===== src/rtl/mfe_led7seg_pkg.sv =====
// Shared definitions for the 74HC595 7-segment scanner: width helper, FSM state
// encoding and pin-polarity helper.
package mfe_led7seg_pkg;

  typedef enum logic [2:0] {
    ST_IDLE,
    ST_LOAD,
    ST_SH_LO,
    ST_SH_HI,
    ST_LATCH,
    ST_DWELL
  } state_e;

  // Number of bits needed to hold 'value' itself (not value-1), minimum 1.
  function automatic int clogb2(input int value);
    int r = 0;
    for (int v = value; v > 0; v = v >> 1) r++;
    return (r < 1) ? 1 : r;
  endfunction

  function automatic logic pol_bit(input logic lit, input logic act_low);
    return lit ^ act_low;
  endfunction

endpackage


===== src/rtl/mfe_74hc595_shifter.sv =====
// Generic W-bit MSB-first serialiser for a 74HC595 chain: SH_LO/SH_HI per bit,
// then one LATCH phase; pins are registered so sclk/rclk never glitch.
module mfe_74hc595_shifter
  import mfe_led7seg_pkg::*;
#(
  parameter int W       = 16,
  parameter int CLK_DIV = 4
) (
  input  logic         clk,
  input  logic         rst,
  input  logic         start,
  input  logic [W-1:0] word,
  output logic         done,
  output logic         sclk,
  output logic         rclk,
  output logic         dio
);

  localparam int DW = clogb2(CLK_DIV);
  localparam int BW = clogb2(W);

  state_e         state_q, state_d;
  logic [DW-1:0]  div_q, div_d;
  logic [BW-1:0]  bit_q, bit_d;
  logic [W-1:0]   word_q, word_d;
  logic           last_q, last_d;
  logic           sclk_q, rclk_q, dio_q;
  logic           div_end;

  assign div_end = (div_q == DW'(CLK_DIV - 1));

  always_comb begin
    state_d = state_q;
    div_d   = div_q;
    bit_d   = bit_q;
    word_d  = word_q;
    last_d  = last_q;
    done    = 1'b0;
    case (state_q)
      ST_IDLE: begin
        if (start) begin
          word_d  = word;
          bit_d   = '0;
          div_d   = '0;
          state_d = ST_SH_LO;
        end
      end
      ST_SH_LO: begin
        if (div_end) begin
          div_d   = '0;
          state_d = ST_SH_HI;
        end else begin
          div_d = div_q + 1'b1;
        end
      end
      ST_SH_HI: begin
        if (div_end) begin
          div_d   = '0;
          last_d  = word_q[W-1];
          word_d  = {word_q[W-2:0], 1'b0};
          bit_d   = bit_q + 1'b1;
          state_d = (bit_q == BW'(W - 1)) ? ST_LATCH : ST_SH_LO;
        end else begin
          div_d = div_q + 1'b1;
        end
      end
      ST_LATCH: begin
        if (div_end) begin
          div_d   = '0;
          done    = 1'b1;
          state_d = ST_IDLE;
        end else begin
          div_d = div_q + 1'b1;
        end
      end
      default: state_d = ST_IDLE;
    endcase
  end

  // Pin registers are loaded from next-state so they line up with state_q.
  always_ff @(posedge clk) begin
    if (rst) begin
      state_q <= ST_IDLE;
      div_q   <= '0;
      bit_q   <= '0;
      word_q  <= '0;
      last_q  <= 1'b0;
      sclk_q  <= 1'b0;
      rclk_q  <= 1'b0;
      dio_q   <= 1'b0;
    end else begin
      state_q <= state_d;
      div_q   <= div_d;
      bit_q   <= bit_d;
      word_q  <= word_d;
      last_q  <= last_d;
      sclk_q  <= (state_d == ST_SH_HI);
      rclk_q  <= (state_d == ST_LATCH);
      dio_q   <= (state_d == ST_SH_LO || state_d == ST_SH_HI) ? word_d[W-1] : last_d;
    end
  end

  assign sclk = sclk_q;
  assign rclk = rclk_q;
  assign dio  = dio_q;

endmodule


===== src/rtl/mfe_led7seg_74hc595_scanner.sv =====
// Self-refreshing multiplexed 7-segment driver: frame buffer plus digit scan
// (LOAD, shift/latch via mfe_74hc595_shifter, DWELL) over a 74HC595 chain.
module mfe_led7seg_74hc595_scanner
  import mfe_led7seg_pkg::*;
#(
  parameter int DIG_NUM     = 8,
  parameter int SEG_NUM     = 8,
  parameter int CLK_DIV     = 4,
  parameter int DWELL       = 1024,
  parameter bit DIG_ACT_LOW = 1'b1,
  parameter bit SEG_ACT_LOW = 1'b1,
  parameter bit SEL_FIRST   = 1'b1
) (
  input  logic                        clk,
  input  logic                        rst,
  input  logic                        wr_en,
  input  logic [clogb2(DIG_NUM)-1:0]  wr_addr,
  input  logic [SEG_NUM-1:0]          wr_dat,
  input  logic                        enb,
  input  logic                        blank,
  output logic                        sclk,
  output logic                        rclk,
  output logic                        dio,
  output logic                        busy,
  output logic                        frame_done
);

  localparam int W   = DIG_NUM + SEG_NUM;
  localparam int AW  = clogb2(DIG_NUM);
  localparam int DWW = clogb2(DWELL);

  // ST_SH_LO here means "shifter running"; it covers SH_LO/SH_HI/LATCH.
  state_e             state_q, state_d;
  logic [AW-1:0]      dig_q, dig_d;
  logic [DWW-1:0]     dw_q, dw_d;
  logic               fd_q, fd_d;
  logic [SEG_NUM-1:0] fb_q [DIG_NUM];

  logic               start;
  logic               sh_done;
  logic               sh_dio;
  logic [SEG_NUM-1:0] seg_lit;
  logic [SEG_NUM-1:0] seg_pin;
  logic [DIG_NUM-1:0] sel_pin;
  logic [W-1:0]       word;

  always_comb begin
    seg_lit = '0;
    for (int d = 0; d < DIG_NUM; d++) begin
      if (dig_q == AW'(d)) seg_lit = fb_q[d];
    end
    if (blank) seg_lit = '0;
    for (int d = 0; d < DIG_NUM; d++) sel_pin[d] = pol_bit(dig_q == AW'(d), DIG_ACT_LOW);
    for (int s = 0; s < SEG_NUM; s++) seg_pin[s] = pol_bit(seg_lit[s], SEG_ACT_LOW);
    word = SEL_FIRST ? {sel_pin, seg_pin} : {seg_pin, sel_pin};
  end

  always_comb begin
    state_d = state_q;
    dig_d   = dig_q;
    dw_d    = dw_q;
    fd_d    = 1'b0;
    start   = 1'b0;
    case (state_q)
      ST_IDLE: begin
        if (enb) state_d = ST_LOAD;
      end
      ST_LOAD: begin
        start   = 1'b1;
        state_d = ST_SH_LO;
      end
      ST_SH_LO: begin
        if (sh_done) begin
          dw_d    = '0;
          fd_d    = (dig_q == AW'(DIG_NUM - 1));
          state_d = ST_DWELL;
        end
      end
      ST_DWELL: begin
        if (dw_q == DWW'(DWELL - 1)) begin
          dig_d = (dig_q == AW'(DIG_NUM - 1)) ? '0 : dig_q + 1'b1;
          if (enb) begin
            state_d = ST_LOAD;
          end else begin
            state_d = ST_IDLE;
            dig_d   = '0;
          end
        end else begin
          dw_d = dw_q + 1'b1;
        end
      end
      default: state_d = ST_IDLE;
    endcase
  end

  always_ff @(posedge clk) begin
    if (rst) begin
      state_q <= ST_IDLE;
      dig_q   <= '0;
      dw_q    <= '0;
      fd_q    <= 1'b0;
      for (int d = 0; d < DIG_NUM; d++) fb_q[d] <= '0;
    end else begin
      state_q <= state_d;
      dig_q   <= dig_d;
      dw_q    <= dw_d;
      fd_q    <= fd_d;
      // Out-of-range addresses match no entry and are dropped.
      for (int d = 0; d < DIG_NUM; d++) begin
        if (wr_en && wr_addr == AW'(d)) fb_q[d] <= wr_dat;
      end
    end
  end

  mfe_74hc595_shifter #(
    .W       (W),
    .CLK_DIV (CLK_DIV)
  ) u_shifter (
    .clk   (clk),
    .rst   (rst),
    .start (start),
    .word  (word),
    .done  (sh_done),
    .sclk  (sclk),
    .rclk  (rclk),
    .dio   (sh_dio)
  );

  // The shifter holds its last bit between digits; the pin parks low when idle.
  assign dio        = sh_dio & (state_q != ST_IDLE);
  assign busy       = (state_q != ST_IDLE);
  assign frame_done = fd_q;

endmodule


===== config.mk =====
export PLATFORM = sky130hd
export DESIGN_NAME = mfe_led7seg_74hc595_scanner
export DESIGN_NICKNAME = d
export VERILOG_FILES = /design/src/rtl/mfe_led7seg_pkg.sv /design/src/rtl/mfe_74hc595_shifter.sv /design/src/rtl/mfe_led7seg_74hc595_scanner.sv
export SDC_FILE = /design/constraint.sdc
export NUM_CORES = 1
export LEC_CHECK = 0
export BUFFER_PORTS_ARGS = -buffer_cell sky130_fd_sc_hd__buf_2
export CAP_MARGIN = 30
export CORE_ASPECT_RATIO = 0.5
export CORE_UTILIZATION = 33
export CTS_BUF_LIST = sky130_fd_sc_hd__clkbuf_4 sky130_fd_sc_hd__clkbuf_8
export CTS_CLUSTER_SIZE = 10
export DETAILED_ROUTE_END_ITERATION = 10
export GPL_TIMING_DRIVEN = 0
export PLACE_DENSITY = 0.51
export RECOVER_POWER = 25
export SLEW_MARGIN = 20
export SYNTH_ARGS = -nofsm -noshare
export SYNTH_HDL_FRONTEND = slang
export SYNTH_SLANG_ARGS = --single-unit

===== constraint.sdc =====
create_clock -name clk -period 2.1 [get_ports clk]
set_input_delay 0.315 -clock clk [delete_from_list [all_inputs] [get_ports clk]]
set_output_delay 0.315 -clock clk [all_outputs]
set_load 0.1 [all_outputs]

==> flow_metrics.py, run 1 <==
metrics = {
    "routing": {
        "dr_wl_met3_um": 910,
        "vias": 4282,
        "vias_per_cell": 5.33,
        "wl_um": 14600,
        "wl_met2_um": 6230,
        "drc_errors": 0,
        "first_iter_violations": 348,
        "wl_met1_um": 7320,
        "ant_nets": 0,
        "avgRoutedWirePerCell_um": 18.2,
        "top_layer": "met4",
        "drtPass1Iterations": 5,
    },
    "floorplanning": {
        "rows": 32,
        "initial_utilization_pct": 34.4,
        "io_pins": 22,
        "fp.dieArea_sq_um": 16900,
        "core-area_sq_um": 15700,
        "fp.dieW_um": 183,
        "die_height_um": 92.5,
    },
    "sta": {
        "fin_crit_ns": 2.04,
        "report.final.hold_viol_count": 0,
        "finClkSkew_ns": 0.0140,
        "setup_viol": 0,
        "slew_headroom_pct": 53.2,
        "worst_pin_slew_ns": 0.702,
        "whs_ns": 0.180,
        "rsz0062_at_grt": "yes",
        "drv_slew": 0,
        "post-route-period-util_pct": 97.0,
        "fmax_ghz": 0.491,
        "tns_ns": 0,
        "setup_slack_ns": 0.0629,
    },
    "critical_path": {
        "worst-setup-path-type": "reg2reg",
        "required_ns": 2.40,
        "worst_path_max_delay_cell": "dfxtp_2",
        "start_kind": "register",
        "end_kind": "register",
        "critPathArrivalTime_ns": 2.34,
        "crit_path_cell_trace": "inv_1 -> ha_1 -> buf_2 -> nor2b_1 -> clkbuf_2 -> a221o_1 -> o2bb2ai_2 -> a211oi_1",
        "path_max_fanout": 10,
        "cpPeakStageDelay_ns": 0.37,
    },
    "placed_design": {
        "dpl.hpwl_um": 10100,
        "dp.cells": 771,
        "pre_cts_ws_ns": -0.250,
        "place_congestion": 0.786,
        "io_buffers": 20,
    },
    "clock_network": {
        "cts_setup_buffers": 0,
        "holdBufCountCts": 0,
        "cts.sinks": 114,
        "htree_levels": 4,
        "clkTransAtPathRegs_ns": 0.08,
        "cts-root-to-sink-buffers": 2,
        "cts_tree": "yes",
        "ctsRootBufferMaster": "clkbuf_8",
        "clk_latency_ns": 0.45,
        "numCtsBuffers": 17,
    },
    "global_routing": {
        "grt_max_degree": 17,
        "grtUsageTotal_pct": 18.3,
        "antenna_found_initial": 0,
        "grt.overflow.total": 0,
        "grt_pass1_vias": 4089,
        "grt_pass1_wl_um": 23000,
    },
    "synth": {
        "ys_types": 68,
        "ys_warn_count": 0,
        "synthesis.area_sq_um": 5400,
        "synth_edf_count": 64,
        "yosys_most_used_dff": "edfxtp_1",
        "synth_nets": 555,
        "ys_seq_area_share_pct": 54.1,
        "ys_ff_latch": 114,
        "netlist_instances": 530,
        "synth.avg_cell_area_sq_um": 10.2,
        "synthArstFlopShare_pct": 0,
    },
    "finish": {
        "fillers": 1596,
        "instances_no_fill": 803,
        "drive_gt1_share_pct": 16.2,
        "register_area_sq_um": 2920,
        "syn_to_final_growth_pct": 15.5,
        "antenna_cells": 0,
        "multi_input_area_sq_um": 2300,
        "utilization_pct": 39.8,
        "nets": 594,
        "mostFrequentLayoutCell": "edfxtp_1",
        "layout_common_cells": "64 x edfxtp_1, 63 x nor2_1, 49 x dfxtp_1",
    },
    "status": {
        "status": "finished clean",
    },
    "job": {
        "max-cap-violations": 0,
    },
    "power_and_ir_drop": {
        "leakage_nw": 2.29,
        "vdd_drop_max_mv": 0.516,
        "p_per_area_nw_per_um2": 801,
    },
    "min_path": {
        "worst_hold_path_type": "in2reg",
    },
}
## report_power, final
| part | leakage [nW] | total, mW | internal [mW] | switching, mW |
|---|---|---|---|---|
| Combinational | 1.07 | 0.319 | 0.0988 | 0.220 |
| Sequential | 1.02 | 2.53 | 2.47 | 0.0534 |
| Clock | 0.205 | 2.15 | 1.09 | 1.06 |
| Total | 2.29 | 5.00 | 3.66 | 1.34 |
## through the flow
step | cell area (sq um) | total power [mW]
finish | 6240 | 5.00
global route | 6240 | 5.18
CTS | 6210 | 5.02
detailed placement | 5780 | 2.89
global placement | 5780 | 2.88
floorplan | 5410 | 2.77
## final timing paths
| check | start | end | slack [ns] | cells past startpoint |
|---|---|---|---|---|
| setup / recovery | dig_q[0] | u_shifter.word_q[0] | 0.06 | 8 |
| hold / removal | rst | u_shifter.div_q[2] | 0.18 | 2 |
| hold reg to reg | u_shifter.last_q | u_shifter.last_q | 0.47 | 2 |
| setup reg to reg | dig_q[0] | u_shifter.word_q[0] | 0.06 | 8 |
## final cells by class
type	count	area share [%]
Sequential cell	114	46.9
Multi-Input combinational cell	363	36.9
Tap cell	221	4.43
Clock buffer	17	3.75
Clock inverter	15	2.75
Buffer	30	2.33
Timing Repair Buffer	20	1.64
Inverter	23	1.38
## per-layer routing
| metal | track usage [%] | vias to the layer above |
|---|---|---|
| met5 | 0 | - |
| met1 | 25.9 | 2087 |
| met2 | 27.3 | 128 |
| met4 | 5.42 | 0 |
| li1 | - | 2054 |
| met3 | 4.48 | 13 |
## repair_timing
action | CTS | global route
pin swaps | 0 | 1
cloned | 0 | 0
resized for setup | 8 | 17
setup endpoints to repair | 9 | 20
## synth_stat cells (6+ instances only)
| library cell | count | area (sq um) |
|---|---|---|
| o22ai_1 | 7 | 43.8 |
| nor2b_1 | 14 | 87.6 |
| nor3b_1 | 9 | 67.6 |
| o311a_1 | 7 | 70.1 |
| a31oi_1 | 6 | 37.5 |
| dfxtp_1 | 50 | 1000 |
| nand2_1 | 47 | 176 |
| ha_1 | 8 | 100 |
| edfxtp_1 | 64 | 1920 |
| nand4_1 | 7 | 43.8 |
| clkbuf_1 | 20 | 75.1 |
| buf_2 | 7 | 35.0 |
| a221oi_1 | 7 | 61.3 |
| a21oi_1 | 23 | 115 |
| mux2i_1 | 7 | 70.1 |
| a22oi_1 | 22 | 165 |
| nor3_1 | 7 | 35.0 |
| a21boi_0 | 7 | 52.6 |
| inv_1 | 22 | 82.6 |
| nor2_1 | 63 | 236 |
| o21ai_0 | 17 | 85.1 |
| nand3_1 | 25 | 125 |
## logic make-up after synthesis
logic type / after synthesis / share of synthesized area (%)
compound gates: 130 / 17.4
xor+xnor: 6 / 0.972
fa+ha+maj: 8 / 1.85
buf+inv: 53 / 3.98
flops: 114 / 54.1
mux: 8 / 1.51
simple gates: 211 / 20.2
## registers in the layout, indices dropped and copies added (netlist names)
register	count
u_shifter.dio	1
u_shifter.rclk	1
u_shifter.div_q	3
u_shifter.bit_q	5
dw_q	11
u_shifter.state_q	3
u_shifter.sclk	1
frame_done	1
dig_q	4
fb_q	64
state_q	3
u_shifter.last_q	1
u_shifter.word_q	16
## worst max-delay path: cells and delay by family (launching register included)
| family | cells | cell delay [ns] |
|---|---|---|
| AO/OA/AOI/OAI | 3 | 0.73 |
| AND/OR/NAND/NOR | 1 | 0.15 |
| flip-flops | 1 | 0.37 |
| buffers and inverters | 3 | 0.44 |
| adder cells (fa/ha/maj) | 1 | 0.20 |
Power figures use the tool's default switching activity.
==> run 2: changes to the inputs <==
--- a/config.mk
+++ b/config.mk
@@ -5,6 +5,7 @@
 export SDC_FILE = /design/constraint.sdc
 export NUM_CORES = 1
 export LEC_CHECK = 0
+export ABC_AREA = 1
 export BUFFER_PORTS_ARGS = -buffer_cell sky130_fd_sc_hd__buf_2
 export CAP_MARGIN = 30
 export CORE_ASPECT_RATIO = 0.5
@@ -18,4 +19,5 @@
 export SLEW_MARGIN = 20
 export SYNTH_ARGS = -nofsm -noshare
 export SYNTH_HDL_FRONTEND = slang
+export SYNTH_HIERARCHICAL = 1
 export SYNTH_SLANG_ARGS = --single-unit
==> flow_metrics.py, run 2 <==
metrics = {
    "global_routing": {
        "grt_pass1_wl_um": 23000,
        "antenna_found_initial": 1,
        "grt_pass1_vias": 4462,
        "grt_max_degree": 17,
        "grtUsageTotal_pct": 16.3,
        "grt.overflow.total": 0,
    },
    "power_and_ir_drop": {
        "pwr-share-seq_pct": 47.4,
        "vdd_drop_max_mv": 0.344,
        "clkPwrFrac_pct": 42.6,
        "sw_frac_of_total_pct": 25.0,
        "combPwrFrac_pct": 10.0,
        "p_per_area_nw_per_um2": 794,
        "p_sw_mw": 1.35,
        "p_total_mw": 5.41,
        "internal_power_mw": 4.05,
        "leakage_nw": 2.82,
    },
    "finish": {
        "syn_to_final_growth_pct": 15.2,
        "fin_area_sq_um": 6810,
        "utilization_pct": 39.0,
        "layout_common_cells": "160 x nand2_1, 149 x nor2_1, 84 x inv_1",
        "mostFrequentLayoutCell": "nand2_1",
        "drive_gt1_share_pct": 13.5,
        "largest_register": "fb_q",
        "instances_no_fill": 1029,
        "nets": 807,
        "reg.largest.list": "fb_q (64), u_shifter/word_q (16), dw_q (11)",
        "largest_reg_flops": 64,
        "antenna_cells": 0,
    },
    "clock_network": {
        "htree_levels": 4,
        "numCtsBuffers": 17,
        "cts-root-to-sink-buffers": 2,
        "cts_tree": "yes",
        "cts.sinks": 114,
        "clk_latency_ns": 0.43,
        "clkTransAtPathRegs_ns": 0.07,
        "ctsRootBufferMaster": "clkbuf_8",
    },
    "routing": {
        "drc_errors": 0,
        "first_iter_violations": 268,
        "avgRoutedWirePerCell_um": 13.6,
        "drtPass1Iterations": 4,
        "ant_nets": 0,
        "wl_um": 14000,
        "vias": 4668,
        "vias_per_cell": 4.54,
    },
    "synth": {
        "ys_seq_area_share_pct": 49.5,
        "synth_largest_area_cell": "edfxtp_1",
        "netlist_instances": 739,
        "synthArstFlopShare_pct": 0,
        "synth_nets": 764,
        "yosys_most_used_dff": "edfxtp_1",
        "ys_ff_latch": 114,
        "synth_edf_count": 64,
        "ys_types": 39,
        "synthTopCellsByArea": "edfxtp_1 33%, dfxtp_1 17%, nand2_1 10%",
        "synth.most_common_cell": "nand2_1",
        "synthesis.area_sq_um": 5910,
        "synth.avg_cell_area_sq_um": 8.00,
        "netlist_top_cells_count": "161 x nand2_1, 150 x nor2_1, 84 x inv_1",
        "synth_top_area_share_pct": 32.5,
        "ys_warn_count": 6,
    },
    "sta": {
        "setup_viol": 0,
        "report.final.hold_viol_count": 0,
        "finClkSkew_ns": 0.0101,
        "drv_slew": 0,
        "worst_pin_slew_ns": 0.880,
        "tns_ns": 0,
        "slew_headroom_pct": 40.9,
        "setup_slack_ns": 0.159,
        "whs_ns": 0.218,
        "post-route-period-util_pct": 92.4,
        "fin_crit_ns": 1.94,
        "fmax_ghz": 0.515,
    },
    "critical_path": {
        "path_max_fanout": 10,
        "end_kind": "register",
        "required_ns": 2.41,
        "worst-setup-path-type": "reg2reg",
        "critPathArrivalTime_ns": 2.25,
        "start_kind": "register",
    },
    "floorplanning": {
        "die_height_um": 96.6,
        "core-area_sq_um": 17400,
        "initial_utilization_pct": 33.9,
        "rows": 34,
        "fp.dieArea_sq_um": 18500,
        "io_pins": 22,
        "fp.dieW_um": 191,
    },
    "status": {
        "status": "finished clean",
    },
    "placed_design": {
        "dp.cells": 992,
        "pre_cts_ws_ns": -0.119,
        "postPlaceCellArea_sq_um": 6300,
        "dpl.hpwl_um": 10400,
        "place_congestion": 0.791,
        "io_buffers": 19,
    },
    "job": {
        "max-cap-violations": 0,
    },
    "min_path": {
        "worst_hold_path_type": "in2reg",
    },
}
## run 2: cell count changes in the layout (fill, tap and decap cells not counted), moves of 8 or more
cell	delta
nand2_1	+113
nor2_1	+86
inv_1	+62
a21oi_1	+28
a22oi_1	-21
nand3_1	+19
nand3b_1	+16
nor2b_1	-14
buf_6	+9
nor3b_1	-9
clkbuf_2	-8
## run 2: area by class of cell
cell class                 instances  area (sq um)
buffer                            25           200
clock buffer                      17           234
clock inverter                    15           195
fill                            1806         10600
inverter                          94           368
multi-input combinational        506          2460
sequential                       114          2930
tap                              234           293
timing repair buffer              24           129
## run 2: repair_timing
| action | in CTS | in global routing |
|---|---|---|
| gates resized for setup | 5 | 15 |
| endpoints found under the setup margin | 6 | 15 |
| pin swaps | 0 | 2 |
| hold buffers | 0 | 0 |
| setup buffers | 0 | 4 |
## run 2: kinds of logic (layout without fill, tap and decap cells)
logic type | after synthesis | in the layout | synth area share (%)
AOI/OAI and AO/OA | 83 | 83 | 7.50
xor gates and xnor gates | 1 | 1 | 0.148
adders and majority gates | 8 | 8 | 1.69
buffers and inverters | 119 | 175 | 9.46
DFF | 114 | 114 | 49.5
and+or+nand+nor | 414 | 414 | 31.7
## run 2: power groups by stage
stage | Combinational (mW) | Clock (mW) | Sequential [mW]
after floorplan | 0.419 | 0 | 2.60
after global placement | 0.545 | 0 | 2.61
after detailed placement | 0.551 | 0 | 2.61
after CTS | 0.552 | 2.35 | 2.57
after global routing | 0.615 | 2.47 | 2.58
final | 0.542 | 2.30 | 2.56
## run 2: layer usage
| metal | GRT usage (%) | wire length, um | up-vias |
|---|---|---|---|
| met5 | 0 | 0 | - |
| met4 | 4.03 | 110 | 0 |
| met3 | 4.28 | 637 | 12 |
| met2 | 25.3 | 6250 | 56 |
| met1 | 22.5 | 7010 | 2136 |
| li1 | - | - | 2464 |
## run 2: critical path, cell delays in order, from the launching register on
cell and delay [ns]:
dfxtp_4 0.36, inv_1 0.07, ha_1 0.17, buf_6 0.17, buf_6 0.16, nand3_1 0.08, nand3_1 0.09, nand2_1 0.07
nand3b_1 0.11, nand2_1 0.06, nand2_1 0.06, nand2_1 0.08, nand2_1 0.08, nor2_1 0.05, a21oi_1 0.13, a21oi_1 0.07
## run 2: path summary, 6_finish.rpt
path | startpoint | end | slack (ns) | cells past startpoint
worst min-delay path | rst | u_shifter/word_q[14] | 0.22 | 2
worst max register to register | dig_q[1] | u_shifter/word_q[4] | 0.16 | 15
worst min register to register | u_shifter/word_q[11] | u_shifter/word_q[11] | 0.47 | 2
worst max-delay path | dig_q[1] | u_shifter/word_q[4] | 0.16 | 15
==> run 3: changes to the inputs <==
--- a/config.mk
+++ b/config.mk
@@ -14,9 +14,10 @@
 export CTS_CLUSTER_SIZE = 10
 export DETAILED_ROUTE_END_ITERATION = 10
 export GPL_TIMING_DRIVEN = 0
+export MAX_ROUTING_LAYER = met4
 export PLACE_DENSITY = 0.51
 export RECOVER_POWER = 25
-export SLEW_MARGIN = 20
+export SLEW_MARGIN = 40
 export SYNTH_ARGS = -nofsm -noshare
 export SYNTH_HDL_FRONTEND = slang
 export SYNTH_HIERARCHICAL = 1
==> flow_metrics.py, run 3 (synthesized netlist as in run 2, its figures left out) <==
metrics = {
    "status": {
        "status": "finished clean",
    },
    "critical_path": {
        "start_kind": "register",
        "required_ns": 2.41,
        "worst-setup-path-type": "reg2reg",
        "critPathArrivalTime_ns": 2.28,
        "path_max_fanout": 10,
        "end_kind": "register",
    },
    "placed_design": {
        "dpl.hpwl_um": 10500,
        "postPlaceCellArea_sq_um": 6310,
        "io_buffers": 19,
        "place_congestion": 0.802,
        "pre_cts_ws_ns": -0.124,
    },
    "finish": {
        "fillers": 1794,
        "fin_area_sq_um": 6780,
        "utilization_pct": 38.8,
        "mostFrequentLayoutCell": "nand2_1",
        "syn_to_final_growth_pct": 14.7,
        "antenna_cells": 0,
        "largest_reg_flops": 64,
        "drive_gt1_share_pct": 13.7,
        "largest_register": "fb_q",
        "layout_common_cells": "160 x nand2_1, 147 x nor2_1, 84 x inv_1",
        "reg.largest.list": "fb_q (64), u_shifter/word_q (16), dw_q (11)",
        "nets": 802,
    },
    "floorplanning": {
        "fp.dieArea_sq_um": 18500,
        "io_pins": 22,
        "die_height_um": 96.6,
        "core-area_sq_um": 17400,
        "fp.dieW_um": 191,
        "rows": 34,
        "initial_utilization_pct": 33.9,
    },
    "global_routing": {
        "grt_pass1_wl_um": 22900,
        "grt_max_degree": 17,
        "grt.overflow.total": 0,
        "grtUsageTotal_pct": 16.7,
        "grt_pass1_vias": 4437,
        "antenna_found_initial": 0,
    },
    "min_path": {
        "worst_hold_path_type": "in2reg",
    },
    "routing": {
        "first_iter_violations": 306,
        "avgRoutedWirePerCell_um": 13.8,
        "drc_errors": 0,
        "drtPass1Iterations": 7,
        "vias": 4700,
        "wl_um": 14100,
        "vias_per_cell": 4.59,
        "ant_nets": 0,
    },
    "sta": {
        "fin_crit_ns": 1.97,
        "rsz0062_at_grt": "no",
        "drv_slew": 0,
        "post-route-period-util_pct": 94.0,
        "whs_ns": 0.223,
        "report.final.hold_viol_count": 0,
        "worst_pin_slew_ns": 0.782,
        "finClkSkew_ns": 0.0106,
        "fmax_ghz": 0.507,
        "slew_headroom_pct": 47.5,
        "setup_slack_ns": 0.127,
        "setup_viol": 0,
    },
    "clock_network": {
        "cts_tree": "yes",
        "cts-root-to-sink-buffers": 2,
        "clk_latency_ns": 0.44,
        "clkTransAtPathRegs_ns": 0.07,
        "cts.sinks": 114,
        "numCtsBuffers": 17,
        "holdBufCountCts": 0,
        "htree_levels": 4,
        "ctsRootBufferMaster": "clkbuf_8",
    },
    "power_and_ir_drop": {
        "p_sw_mw": 1.37,
        "vdd_drop_max_mv": 0.357,
        "p_total_mw": 5.31,
        "clkPwrFrac_pct": 41.3,
        "internal_power_mw": 3.94,
        "leakage_nw": 2.79,
        "pwr-share-seq_pct": 48.3,
        "combPwrFrac_pct": 10.3,
        "p_per_area_nw_per_um2": 783,
        "sw_frac_of_total_pct": 25.8,
    },
    "job": {
        "max-cap-violations": 0,
    },
}
-- run 3: changes by cell type in the layout (fill, tap and decap cells not counted), moves of 2 or more --
cell	delta
o21ai_2	+3
buf_4	-4
nor2_2	+2
clkinv_2	+2
nor2_1	-2
o21ai_1	-3
-- run 3: worst max-delay path, stage by stage, from the launching register on --
cell and delay, ns:
dfxtp_4 0.36, inv_1 0.07, ha_1 0.18, buf_6 0.17, buf_6 0.16, nand3_1 0.08
nand3_1 0.09, nand2_1 0.07, nand3b_1 0.11, nand2_1 0.07, nand2_1 0.05, nand2_1 0.09
nand2_1 0.09, nor2_2 0.04, a21oi_1 0.13, a21oi_1 0.07
-- run 3: worst paths after layout --
check,end,startpoint,slack [ns],cells past startpoint
worst max-delay path,u_shifter/word_q[4],dig_q[1],0.13,15
worst min-delay path,u_shifter/word_q[4],rst,0.22,2
worst max register to register,u_shifter/word_q[4],dig_q[1],0.13,15
worst min register to register,u_shifter/word_q[4],u_shifter/word_q[4],0.46,2
-- run 3: final cells by class --
cell class | count | area (sq um) | area share [%]
flip-flops and latches | 114 | 2930 | 43.2
multi-input cells | 506 | 2490 | 36.7
inverters | 94 | 368 | 5.43
well taps | 234 | 293 | 4.32
clock buffers | 17 | 234 | 3.45
plain buffers | 25 | 200 | 2.95
clock inverters | 15 | 171 | 2.53
repair buffers | 19 | 93.8 | 1.39
-- run 3: per-stage QoR --
step / cells / setup TNS, ns
2_1_floorplan: 739 / 0
3_3_place_gp: 992 / -6.03
3_5_place_dp: 992 / -0.306
4_1_cts: 1024 / 0
5_1_grt: 1024 / 0
6_report: 1024 / 0
-- run 3: layer usage --
| layer | global-route usage (%) | up-vias | wire length [um] |
|---|---|---|---|
| met2 | 25.2 | 65 | 6300 |
| met1 | 22.5 | 2167 | 7150 |
| met4 | 4.40 | 0 | 122 |
| li1 | - | 2455 | - |
| met3 | 4.06 | 13 | 504 |
| met5 | - | - | 0 |
-- run 3: power groups by stage --
stage	combinational [mW]	sequential (mW)	clock [mW]
6_report	0.548	2.57	2.19
5_1_grt	0.620	2.58	2.32
4_1_cts	0.554	2.57	2.22
3_5_place_dp	0.552	2.61	0
3_3_place_gp	0.545	2.61	0
2_1_floorplan	0.419	2.60	0
-- run 3: repair_timing --
action	CTS	global route
buffers inserted	0	0
setup endpoints to repair	7	18
gates resized for setup	6	16
